$ cat src/rtl/uart8_receiver.sv
// uart8_receiver: 8N1 UART receiver with oversampled start/data/stop sampling.
//   clk   - sole clock, OVERSAMPLE x baud rate
//   rst_n - asynchronous active-low reset
//   en    - receiver enable; low aborts any frame and returns to IDLE
//   in    - serial line (asynchronous, idles high, LSB first)
//   out   - last received byte, held until the next done
//   done  - one-cycle pulse when a frame completes
//   busy  - high while a frame is being received
//   err   - framing error (stop bit low), updated with done
module uart8_receiver #(
   parameter int OVERSAMPLE = 16
) (
   input  logic       clk,
   input  logic       rst_n,
   input  logic       en,
   input  logic       in,
   output logic [7:0] out,
   output logic       done,
   output logic       busy,
   output logic       err
);
   localparam int CW = $clog2(OVERSAMPLE);
   localparam logic [CW-1:0] half = CW'(OVERSAMPLE / 2 - 1);
   localparam logic [CW-1:0] last = CW'(OVERSAMPLE - 1);
   typedef enum logic [2:0] {IDLE, START_BIT, DATA_BITS, STOP_BIT, RECOVER} state_t;
   state_t        state;
   logic [1:0]    sync;
   logic          in_sync;
   logic [CW-1:0] cnt;
   logic [2:0]    idx;
   logic [7:0]    shift;
   assign in_sync = sync[1];
   always_ff @(posedge clk or negedge rst_n)
      if (!rst_n) sync <= 2'b11;
      else sync <= {sync[0], in};
   always_ff @(posedge clk or negedge rst_n) begin
      if (!rst_n) begin
         state <= IDLE;
         cnt   <= '0;
         idx   <= '0;
         shift <= '0;
         out   <= '0;
         done  <= 1'b0;
         busy  <= 1'b0;
         err   <= 1'b0;
      end else begin
         done <= 1'b0;
         if (!en) begin
            state <= IDLE;
            busy  <= 1'b0;
            cnt   <= '0;
         end else begin
            case (state)
               IDLE: if (!in_sync) begin
                  state <= START_BIT;
                  busy  <= 1'b1;
                  cnt   <= '0;
               end
               // mid-bit recheck of the start bit rejects short low glitches
               START_BIT: if (cnt == half) begin
                  cnt   <= '0;
                  idx   <= '0;
                  state <= in_sync ? IDLE : DATA_BITS;
                  busy  <= ~in_sync;
               end else cnt <= cnt + CW'(1);
               DATA_BITS: if (cnt == last) begin
                  shift[idx] <= in_sync;
                  cnt        <= '0;
                  idx        <= idx + 3'd1;
                  if (idx == 3'd7) state <= STOP_BIT;
               end else cnt <= cnt + CW'(1);
               STOP_BIT: if (cnt == last) begin
                  out   <= shift;
                  done  <= 1'b1;
                  err   <= ~in_sync;
                  busy  <= 1'b0;
                  cnt   <= '0;
                  state <= in_sync ? IDLE : RECOVER;
               end else cnt <= cnt + CW'(1);
               // a held-low line (break) must go high before a new start is accepted
               RECOVER: if (in_sync) state <= IDLE;
               default: begin
                  state <= IDLE;
                  busy  <= 1'b0;
               end
            endcase
         end
      end
   end
endmodule

$ cat config.mk
export PLATFORM = sky130hd
export DESIGN_NAME = uart8_receiver
export DESIGN_NICKNAME = d
export VERILOG_FILES = /design/src/rtl/uart8_receiver.sv
export SDC_FILE = /design/constraint.sdc
export NUM_CORES = 1
export LEC_CHECK = 0
export CORE_ASPECT_RATIO = 0.75
export CORE_MARGIN = 8
export CORE_UTILIZATION = 35
export CTS_CLUSTER_DIAMETER = 200
export DETAILED_ROUTE_END_ITERATION = 7
export PLACE_DENSITY = 0.63
export RECOVER_POWER = 25
export SLEW_MARGIN = 20
export SYNTH_ARGS = -nofsm -noshare
export SYNTH_HDL_FRONTEND = slang
export SYNTH_SLANG_ARGS = --single-unit
$ cat constraint.sdc
create_clock -name clk -period 3.85 [get_ports clk]
set_clock_uncertainty 0.05 [all_clocks]
set_input_delay 0.77 -clock clk [delete_from_list [all_inputs] [get_ports clk]]
set_output_delay 0.77 -clock clk [all_outputs]
set_load 0.05 [all_outputs]
== Word-level counts from Yosys, hierarchy flattened ==
Cells that the tools add are included.
Operators by class
  magnitude comparators: 2
  add/sub/neg operators: 2
  equal/unequal tests: 17
  bitwise gates (word level): 1
  multiplexer cells: 29
  reduce and logical (&&, ||, !) cells: 11
Operators by type and width (number)
  $mux 3: 10
  $ne 3x3->1 const B: 6
  $mux 4: 4
  $pmux 3 s5: 1
  $pmux 4 s3: 1
  $bwmux 8: 1
  $mux 1: 8
  $reduce_and 4->1: 2
  $eq 3x2->1 const B: 2
  $eq 3x3->1 const B: 2
  $ne 2x2->1 const B: 3
  $pmux 3 s2: 1
  $reduce_and 3->1: 2
  $reduce_and 6->1: 1
  $add 4x1->4 const B: 1
  $eq 4x3->1 const B: 1
  $eq 4x4->1 const B: 1
  $lt 3x4->1 const B: 1
  $ne 4x2->1 const B: 1
  $pmux 1 s4: 1
  $reduce_or 2->1: 2
  $add 3x1->3 const B: 1
  $demux 1 s3: 1
  $eq 3x1->1 const B: 1
  other kinds (7): 7
Storage, ports and cells
  input bits: 4
  word-level logic and storage cells: 71
  register bits after elaboration: 31
  output and inout bits: 11

== Logic depth before layout (Yosys ltp) ==
  word-level depth: 5
  depth in mapped cells: 5
  depth with buffers taken out: 5

== Worst setup path before layout ==
No wires, ideal clock.
  path kind: input -> register
  start point: in en
  end point: reg shift[2]
  setup slack: 1.890 ns
  cell stages on the path: 5
  library setup time: 0.128 ns
  arrival time: 1.783 ns
  path buffers: 1
  required time: 3.672 ns
  cells stage by stage: nand2b_1 > buf_6 > or3_4 > nor3_2 > mux2_1
On the way
  longest elaborated chain between the ends: 1
RTL lines
  start, declared: line 15  | input logic en,
  $reduce_and 3->1 (no source line)
  end signal, assigned by index: line 67  | shift[idx] <= in_sync;
  end, declared: line 31  | logic [7:0] shift;
No other way between the ends.
A chain may end at the register's enable or synchronous reset.

==> flow_summary.json <==
{
  "cap_violations": 1,
  "ys_types": 41,
  "root_buffer": "clkbuf_8",
  "synth-seq-cells": 31,
  "grt_busiest_layer": "met2",
  "grt_usage": 0.101,
  "use_met1": 0.122,
  "critPathBufInv": 2,
  "p_sw_frac": 0.217,
  "post-route-drc-count": 0,
  "tightestPinTransition_ps": 1620,
  "clock_path_buffers": 2,
  "slew_violations": 32,
  "drive_gt1_frac": 0.208,
  "power.share.clock": 0.474,
  "io_buffers": 14,
  "synth_area_per_cell_um2": 11.6,
  "syn_area_um2": 1490,
  "rsz0062_at_grt": "false",
  "vias": 1017,
  "max_freq_mhz": 414,
  "synth_edf_count": 0,
  "holdBufCountCts": 0,
  "cts.sink_count": 31,
  "p_leak_nw": 0.781,
  "first_global_vias": 1104,
  "cp-start-kind": "primary input",
  "clk_pin_slew_ps": 60,
  "synthArstFlopShare": 1.00,
  "finalSetupViolations": 0,
  "path_cells": "dlygate4sd3_1 -> clkbuf_1",
  "reg2regPathDepth": 5,
  "critPathArrivalTime_ps": 2470,
  "cp-end-kind": "async pin",
  "p_comb_frac": 0.047,
  "yosysWarnings": 0,
  "grt_use_met2": 0.151,
  "ant_nets": 0,
  "worstHoldPathType": "reg2reg",
  "powerDensity_nw_per_um2": 397,
  "violations": "capacitance limit, slew limit",
  "p_int_w": 0.000552,
  "grt_max_degree": 32,
  "wl_per_cell_um": 14.2,
  "cts_inserted_buffers": 5,
  "worstPathMaxFanout": 31,
  "cp_slowest_stage_delay_ps": 1170,
  "cts_setup_buffers": 0,
  "cp.required_ps": 3900,
  "fp.dieH_um": 72.5,
  "grt_pass1_wl_um": 5350,
  "vias_per_cell": 5.11,
  "drt-total-wl_um": 2820,
  "finalPower_w": 0.000705,
  "yosysSeqAreaShare": 0.522,
  "drt_pre_antenna_iters": 4,
  "power.ir.vdd_worst_uv": 271,
  "synth_ff_type": "dfrtp_1",
  "drt_iter0_drc": 104,
  "maxSlewHeadroom": -0.0815,
  "whs_path_depth": 0,
  "overflow": 0,
  "tritoncts": "yes",
  "initial_core_util": 0.365,
  "fin_crit_ps": 2420,
  "p_seq_frac": 0.479,
  "cp_num_cells": 2,
  "core-area_um2": 4080,
  "htreeDepth": 2,
  "use_met3": 0.0381,
  "cts_resized": 0,
  "dp_hpwl_um": 1990,
  "status": "complete, but fails checks",
  "antenna_cells": 0,
  "insertion_delay_ps": 290,
  "area_delta_synth_final_pct": 19.3,
  "syn_nets": 135,
  "switchingPower_w": 0.000153,
  "hold_viol": 0,
  "crit_family": "buffers and inverters",
  "crit_slowest_cell": "clkbuf_1",
  "rows": 20,
  "dieArea_um2": 6620,
  "period_share": 0.628,
  "crit_type": "in2async",
  "fin_nets": 150,
  "synthCells": 128,
  "setup-tns-final_ps": 0,
  "die_x_um": 91.3,
  "gp_congestion": 0.844,
  "io_pins": 15,
  "antenna_found_initial": 0
}
state kept, by name (all words and copies together) (netlist names):
| name | cells |
|---|---|
| busy | 1 |
| cnt | 4 |
| done | 1 |
| err | 1 |
| idx | 3 |
| out | 8 |
| shift | 8 |
| state | 3 |
| sync | 2 |
per-layer routing:
layer  part of all wire  routed length, um
met5                  0                  0
met4              0.040                112
met3              0.047                132
met2               0.44               1240
met1               0.47               1330
cell usage after synthesis, types with 2 or more instances:
| cell type | count | area share |
|---|---|---|
| a311oi_1 | 2 | 0.012 |
| buf_2 | 3 | 0.010 |
| dfrtp_1 | 29 | 0.49 |
| nor2_1 | 5 | 0.013 |
| mux2_1 | 3 | 0.023 |
| mux2i_1 | 2 | 0.013 |
| ha_1 | 3 | 0.025 |
| o31ai_1 | 4 | 0.020 |
| a21oi_1 | 2 | 0.0067 |
| nand2_1 | 10 | 0.025 |
| nand3_1 | 5 | 0.017 |
| mux2_2 | 13 | 0.098 |
| a211oi_1 | 2 | 0.010 |
| inv_1 | 4 | 0.010 |
| a31oi_1 | 3 | 0.013 |
| o21ai_0 | 5 | 0.017 |
| dfstp_2 | 2 | 0.035 |
| nor3_1 | 5 | 0.017 |
| nor4_1 | 2 | 0.0084 |
| nor3b_1 | 3 | 0.015 |
final timing paths:
kind,from,endpoint,slack (ps)
worst max-delay path,rst_n,shift[4],1430
worst min-delay path,sync[0],sync[1],310
worst max register to register,cnt[0],shift[4],1820
worst min register to register,sync[0],sync[1],310
max in group clk,en,shift[1],1480
min in group asynchronous,rst_n,shift[2],1380
metrics by stage:
step | utilization | std cells | hold WS, ps | setup WS [ps] | area [um2]
floorplan | - | 128 | 295 | 1890 | 1490
CTS | 0.437 | 199 | 309 | 1480 | 1780
global placement | 0.408 | 191 | 297 | 1230 | 1660
finish | 0.436 | 199 | 307 | 1430 | 1780
detailed placement | 0.408 | 191 | 300 | 1180 | 1660
global route | 0.436 | 199 | 317 | 1010 | 1780
power by group through the flow:
stage / sequential [W] / clock, W / combinational [W]
finish: 0.000338 / 0.000334 / 0.0000331
global route: 0.000339 / 0.000356 / 0.0000377
CTS: 0.000338 / 0.000338 / 0.0000348
detailed placement: 0.000344 / 0 / 0.0000348
global placement: 0.000344 / 0 / 0.0000340
floorplan: 0.000345 / 0 / 0.0000171
area by class of cell:
class / instances / area [um2]
Clock inverter: 2 / 35.0
Tap cell: 55 / 68.8
Timing Repair Buffer: 15 / 144
Sequential cell: 31 / 778
Fill cell: 377 / 2300
Multi-Input combinational cell: 86 / 654
Inverter: 4 / 15.0
Clock buffer: 6 / 82.6
logic make-up (layout without fill, tap and decap cells):
kind of cell	count (synthesis)	after routing	synth area share
adders and majority gates	3	3	0.0252
buffers and inverters	11	27	0.0386
muxes	18	18	0.134
xor gates and xnor gates	1	1	0.00588
DFF	31	31	0.522
and+or+nand+nor	41	41	0.166
AOI/OAI and AO/OA	23	23	0.107
layout by cell type (no fill, tap or decap), types with 2 or more instances in the layout:
master and n:
a211oi_1 2, a21oi_1 2, a311oi_1 2, a31oi_1 3, clkbuf_8 6, clkdlybuf4s50_1 12, dfrtp_1 29, dfstp_2 2
dlygate4sd3_1 2, ha_1 3, inv_1 4, mux2_1 3, mux2_2 13, mux2i_1 2, nand2_1 10, nand3_1 5
nor2_1 5, nor3_1 5, nor3b_1 3, nor4_1 2, o21ai_0 5, o31ai_1 4
No activity file was read; power rests on OpenSTA's default activity.
